$ cat src/rtl/hazard_stall_ctrl.sv
// rtl/hazard_stall_ctrl.sv - PC/IF_ID/ID_EX stall, bubble and flush sequencer
// Optional performance counters enabled by defining PERF_CNT_EN.
module hazard_stall_ctrl #(
    parameter int MEM_TIMEOUT = 1023,
    parameter int CNT_W       = 32
) (
    input  logic             clk_i,
    input  logic             rst_i,
    input  logic             ID_EX_MemRead_i,
    input  logic [4:0]       ID_EX_Rd_i,
    input  logic [4:0]       IF_ID_Rs_i,
    input  logic [4:0]       IF_ID_Rt_i,
    input  logic             branch_taken_i,
    input  logic             mem_req_i,
    input  logic             mem_ack_i,
    output logic             PC_Write_o,
    output logic             IF_ID_Write_o,
    output logic             IF_Flush_o,
    output logic             ID_EX_Bubble_o,
    output logic             stall_o,
    output logic             mem_err_o,
    output logic [1:0]       state_o,
    output logic [CNT_W-1:0] stall_cnt_o,
    output logic [CNT_W-1:0] flush_cnt_o
);

    localparam int WAIT_W = $clog2(MEM_TIMEOUT + 1);

    typedef enum logic [1:0] {
        IDLE     = 2'd0,
        MEM_WAIT = 2'd1,
        MEM_ERR  = 2'd2
    } state_t;

    state_t            state;
    logic [WAIT_W-1:0] wait_cnt;
    logic              mem_err_q;
    logic              load_use;
    logic              stall_raw;

    always_ff @(posedge clk_i) begin
        if (rst_i) begin
            state     <= IDLE;
            wait_cnt  <= '0;
            mem_err_q <= 1'b0;
        end else begin
            case (state)
                IDLE: begin
                    // Request and ack in the same cycle is a hit: no wait state.
                    if (mem_req_i && !mem_ack_i) begin
                        state    <= MEM_WAIT;
                        wait_cnt <= '0;
                    end
                end
                MEM_WAIT: begin
                    if (mem_ack_i) begin
                        state <= IDLE;
                    end else if (wait_cnt == WAIT_W'(MEM_TIMEOUT - 1)) begin
                        state     <= MEM_ERR;
                        mem_err_q <= 1'b1;
                    end else begin
                        wait_cnt <= wait_cnt + 1'b1;
                    end
                end
                MEM_ERR: state <= MEM_ERR;
                default: state <= IDLE;
            endcase
        end
    end

    assign stall_raw = ((state == IDLE) && mem_req_i && !mem_ack_i) ||
                       ((state == MEM_WAIT) && !mem_ack_i) ||
                       (state == MEM_ERR);

    assign load_use = ID_EX_MemRead_i && (ID_EX_Rd_i != 5'd0) &&
                      ((ID_EX_Rd_i == IF_ID_Rs_i) || (ID_EX_Rd_i == IF_ID_Rt_i));

    // Memory stall outranks the branch flush: IF_ID would otherwise let the
    // flush win and lose the instruction held during the freeze.
    always_comb begin
        stall_o        = 1'b0;
        PC_Write_o     = 1'b0;
        IF_ID_Write_o  = 1'b0;
        IF_Flush_o     = 1'b0;
        ID_EX_Bubble_o = 1'b0;
        if (!rst_i) begin
            stall_o = stall_raw;
            if (stall_raw) begin
                PC_Write_o    = 1'b0;
            end else if (load_use) begin
                ID_EX_Bubble_o = 1'b1;
            end else if (branch_taken_i) begin
                IF_Flush_o    = 1'b1;
                PC_Write_o    = 1'b1;
                IF_ID_Write_o = 1'b1;
            end else begin
                PC_Write_o    = 1'b1;
                IF_ID_Write_o = 1'b1;
            end
        end
    end

    assign mem_err_o = mem_err_q;
    assign state_o   = state;

`ifdef PERF_CNT_EN
    logic [CNT_W-1:0] stall_cnt;
    logic [CNT_W-1:0] flush_cnt;

    always_ff @(posedge clk_i) begin
        if (rst_i) begin
            stall_cnt <= '0;
            flush_cnt <= '0;
        end else begin
            if (stall_o && !(&stall_cnt)) begin
                stall_cnt <= stall_cnt + 1'b1;
            end
            if (IF_Flush_o && !(&flush_cnt)) begin
                flush_cnt <= flush_cnt + 1'b1;
            end
        end
    end

    assign stall_cnt_o = stall_cnt;
    assign flush_cnt_o = flush_cnt;
`else
    assign stall_cnt_o = '0;
    assign flush_cnt_o = '0;
`endif

endmodule

$ cat config.mk
export PLATFORM = sky130hd
export DESIGN_NAME = hazard_stall_ctrl
export DESIGN_NICKNAME = d
export VERILOG_FILES = /design/src/rtl/hazard_stall_ctrl.sv
export SDC_FILE = /design/constraint.sdc
export NUM_CORES = 1
export LEC_CHECK = 0
export CAP_MARGIN = 20
export CORE_UTILIZATION = 35
export DETAILED_ROUTE_END_ITERATION = 12
export HOLD_SLACK_MARGIN = 0.08
export PLACE_DENSITY_LB_ADDON = 0.3
export SLEW_MARGIN = 25
export SYNTH_ARGS = -nofsm -noshare
export SYNTH_HDL_FRONTEND = slang
export SYNTH_SLANG_ARGS = --single-unit
$ cat constraint.sdc
create_clock -name clk_i -period 4.7 [get_ports clk_i]
set_input_delay 0.94 -clock clk_i [delete_from_list [all_inputs] [get_ports clk_i]]
set_output_delay 0.94 -clock clk_i [all_outputs]
set_load 0.005 [all_outputs]
Word-level counts from Yosys, hierarchy flattened
Index checks and enable logic that the tools add are counted.
- register bits after elaboration: 13
- bits in latches: 0
- memory bits (writable): 0
- ROM bits: 0
- output and inout port bits: 72
- memories: 0
- add/sub/neg operators: 1
- multiply operators: 0
- div/mod/pow operators: 0
- magnitude comparators: 0
- equality and inequality tests: 9
- shifts and indexed selects: 0
- mux-type cells: 19
- bitwise gates (word level): 1
- reductions and logical operators: 16
- operators by type and width (kind ; number):
    two-way mux 10 bit ; 3
    one-hot mux 10 bit (2 select lines) ; 1
    two-way mux 1 bit ; 11
    adder 10 x 1 -> 10 bit (second input constant) ; 1
    equality test 10 bit (second input constant) ; 1
    equality test 5 bit ; 2
    logical AND 1 bit ; 6
    two-way mux 2 bit ; 3
    != test 2 bit (second input constant) ; 3
    one-hot mux 2 bit (3 select lines) ; 1
    nonzero test 5 bit ; 1
    AND reduction 4 bit ; 1
    logical OR 1 bit ; 3
    != test 3 bit (second input constant) ; 1
    AND reduction 3 bit ; 1
    equality test 2 x 1 -> 1 bit (second input constant) ; 1
    equality test 2 bit (second input constant) ; 1
    logical NOT 2 bit ; 1
    AND reduction 2 bit ; 1
    nonzero test 2 bit ; 1
    logical NOT 1 bit ; 1
    inverter 1 bit ; 1

Logic depth before layout (Yosys ltp)
- depth in word-level cells: 7
- depth in mapped cells: 7
- depth with buffers taken out: 6

Worst setup path after synthesis
Ideal clock, no wire load.
- path kind: input port to output port
- from: input port ID_EX_Rd_i[1]
- to: output port PC_Write_o
- arrival: 1.965 ns
- required time: 3.760 ns
- path slack: 1.795 ns
- stages on the path: 4
- buffers on the path: 1
- cell sequence: or4_1 > o21a_1 > a21oi_1 > buf_4
- word-level cells in the longest chain between the ends: 6
- elaborated cells between the ends (all ways): 9
- those cells by class: 2 x eq/ne; 3 x mux; 4 x reduce/logical
- RTL lines (item ; RTL line ; text):
    start, declared ; 10 ; input logic [4:0] ID_EX_Rd_i,
    equality test 5 bit or nonzero test 5 bit (tied branches) ; 76, 75 ;
    logical OR 1 bit or logical AND 1 bit (tied branches) ; 76, 75 ;
    logical AND 1 bit * ; 75 ; assign load_use = ID_EX_MemRead_i && (ID_EX_Rd_i != 5'd0) &&
    two-way mux 1 bit * (3 in a row) ; -- ;
    end, declared ; 16 ; output logic PC_Write_o,
Every way passes the cells marked *; elsewhere a longest branch is shown, timed or not.

Final worst setup path
- from: input port ID_EX_Rd_i[1]
- to: output port IF_Flush_o
- word-level cells in the longest chain between the ends: 6
- elaborated cells between the ends (all ways): 9
- those cells by class: 2 x eq/ne; 3 x mux; 4 x reduce/logical
- RTL lines (item ; RTL line ; text):
    equality test 5 bit or nonzero test 5 bit (tied branches) ; 76, 75 ;
    logical OR 1 bit or logical AND 1 bit (tied branches) ; 76, 75 ;
    logical AND 1 bit * ; 75 ;
    two-way mux 1 bit * ; 90 ; end else if (load_use) begin
    two-way mux 1 bit * ; 88 ; if (stall_raw) begin
    two-way mux 1 bit * ; 86 ; if (!rst_i) begin
    end, declared ; 18 ; output logic IF_Flush_o,
Marks and branches as above.

==> summary.md <==
| Metric | Value |
|---|---|
| Status | completed |
| Fin crit period | 3859 ps |
| Crit path launch | ID_EX_Rd_i[1] |
| Max-cap check violation count | 0 |
| Layout Skew | 4.950 ps |
| Total CTS buffers | 3 |
| R2r setup slk | 2960 ps |
| Max Slew Vio Count | 0 |
| Vias in the first global route | 898 |
| Vias/cell | 4.395 |
| Post-synth top area share | 35.84% |
| GRT overflow | 0 |
| Setup crit end kind | output port |
| Critical Path Start Type | primary input |
| Post-synthesis sequential area ratio | 18.82% |
| Setup ws final | 841.2 ps |
| Fraction of registers with async set/reset | 0% |
| Synth unique cells | 38 |
| Worst Hold Class | flop to flop |
| Root Buffer | clkbuf_8 |
| Tcrit/Tclk final | 82.10% |
| Drt first pass iters | 4 |
| Setup TNS | 0 ps |
| Die area | 0.004206 mm2 |
| Clk pin slew, worst setup/hold paths | 50 ps |
| GRT Total Usage | 12.77% |
| Place WS | 867.5 ps |
| RSZ-0062 raised after global routing | false |
| Placed wire-length estimate | 2.133 mm |
| Syn Area/Cell | 7.992 um2 |
| Clock latency on the worst-skew pair | 250 ps |
| WP data required | 3760 ps |
| Largest net degree at the start of global routing | 15 |
| Slew HR | 52.77% |
| Die width | 64.85 um |
| DR vias | 1,090 |
| Max FO, Critical Path | 3 |
| # resized after CTS | 0 |
| Drt total wl | 2.672 mm |
| CTS tree | built |
| Worst vdd ir | 100.1 uV |
| FF+latch count, synth | 13 |
| Fmax | 259.2 MHz |
| Avg WL per Cell | 10.77 um |
| Commonest non-fill, non-tap cell in the layout | conb_1 |
| Cell Area, Placed | 0.001451 mm2 |
| Synth Flop Type | dfxtp_1 |
| Share of post-route cells with drive strength above 1 | 4.500% |
| R2R depth | 6 |
| PD cells | 186.2 mW/mm2 |
| GP Congestion | 0.7950 |
| Post-synth EDFFs | 0 |
| Die H | 64.85 um |
| FF-to-FF End | wait_cnt[8] |
| Clock Path Buffers | 2 |
| Residual antenna-violating net count after detailed routing | 0 |
| Core area | 0.003716 mm2 |
| Antenna Cells | 0 |
| Worst-Margin Slew | 703.0 ps |
| Final hold vios | 0 |
| Critical path class | primary input to output port |
| NumNets Final | 224 |
| Port bufs | 28 |
| Commonest cells after routing, fill and taps aside | conb_1 (64), clkdlybuf4s50_1 (28), nand3_1 (15) |
| Final Cell Area | 0.001496 mm2 |
| Min-delay src | mem_err_o |
| First-pass GRT wire length | 4.209 mm |
| Antenna violations before repair | 0 |
| Post-CTS setup buffers | 0 |
| Clock H-tree levels | 1 |
| Crit path capture | IF_Flush_o |
| Synthesis warning total | 0 |
| # hold bufs at CTS | 0 |
| Worst R2R Start | wait_cnt[0] |
| DRC viols | 0 |
| Syn Inst Count | 173 |
| Cell taking the most area after synthesis | buf_4 |
| Boundary Pins | 93 |
| Row Count | 22 |
| Area Overhead vs Synth | 8.236% |
| Setup-violating endpoint count in the final report | 0 |
| Starting density of the core | 37.21% |
| Synthesized area | 0.001383 mm2 |
| Crit path DAT | 2920 ps |
| 1st-iter DRT viols | 18 |
| Area contributors post-synth | buf_4 (36%), dfxtp_1 (19%), xnor2_1 (6.3%), nand3_1 (5.4%), a32o_1 (4.3%) |
| Lkg Pwr | 0.6062 nW |
| TritonCTS Sinks | 13 |
[worst max-delay path, cell delays in order]
cell	delay (ps)
clkdlybuf4s50_1	470
or4_1	540
o21a_1	210
a211oi_1	220
clkdlybuf4s50_1	540
[sequential cells by signal, summed over array words and instances, names as in the netlist]
name       cells
state_o        2
mem_err_o      1
wait_cnt      10
[Yosys cell counts (all sizes together), types with 2 or more instances]
| cell | count |
|---|---|
| a21oi | 7 |
| a31oi | 2 |
| a32o | 6 |
| buf | 68 |
| dfxtp | 13 |
| ha | 2 |
| inv | 4 |
| nand2 | 7 |
| nand3 | 15 |
| nand4 | 3 |
| nor3 | 5 |
| nor4 | 3 |
| o21a | 2 |
| o21ai | 5 |
| o31ai | 2 |
| or4 | 3 |
| xnor2 | 10 |
[worst min-delay path by stage]
stage	cells past startpoint	endpoint	slack [ps]
CTS	2	mem_err_o	450
detailed placement	2	mem_err_o	440
global route	2	mem_err_o	470
finish	2	mem_err_o	440
floorplan	2	mem_err_o	440
global placement	2	mem_err_o	440
[cell type report]
cell class / instances / area, um2
fill: 403 / 2220
sequential: 13 / 260.3
multi-input combinational: 150 / 828.3
inverter: 4 / 15.01
timing repair buffer: 29 / 287.8
tap: 48 / 60.06
clock buffer: 4 / 45.04
[power breakdown]
| group | total, mW | switching (mW) | leakage, nW | internal, mW |
|---|---|---|---|---|
| clock | 0.101 | 0.0413 | 0.0228 | 0.0599 |
| combinational | 0.0655 | 0.0346 | 0.479 | 0.0309 |
| sequential | 0.112 | 0.00104 | 0.105 | 0.111 |
| total | 0.279 | 0.0769 | 0.606 | 0.202 |
[per-layer routing]
metal / share of wire [%] / track usage, % / vias to the layer above
met1: 42 / 16.33 / 497
met2: 48 / 21.09 / 58
met4: 1.0 / 4.167 / 0
met3: 8.8 / 2.641 / 3
li1: - / - / 532
met5: 0 / 0 / -
[through the flow]
| step | cells | utilization [%] | hold WS, ps | power (mW) |
|---|---|---|---|---|
| detailed placement | 244 | 39.06 | 438.6 | 0.1789 |
| finish | 248 | 40.27 | 443.3 | 0.2786 |
| global route | 248 | 40.27 | 466.7 | 0.2955 |
| floorplan | 236 | - | 442.1 | 0.1882 |
| global placement | 244 | 39.06 | 443.3 | 0.1788 |
| CTS | 248 | 40.27 | 447.4 | 0.2821 |
[cells by family (layout without fill, tap and decap cells)]
logic type | after synthesis | in the layout | synth area share [%]
and+or+nand+nor | 45 | 45 | 19.10
buffers and inverters | 73 | 37 | 38.37
xor gates and xnor gates | 10 | 10 | 6.335
AOI/OAI and AO/OA | 29 | 29 | 15.29
adders and majority gates | 2 | 2 | 1.810
DFF | 13 | 13 | 18.82
other | 1 | 64 | 0.2712
Note: power is estimated with default switching activity, not from simulation.
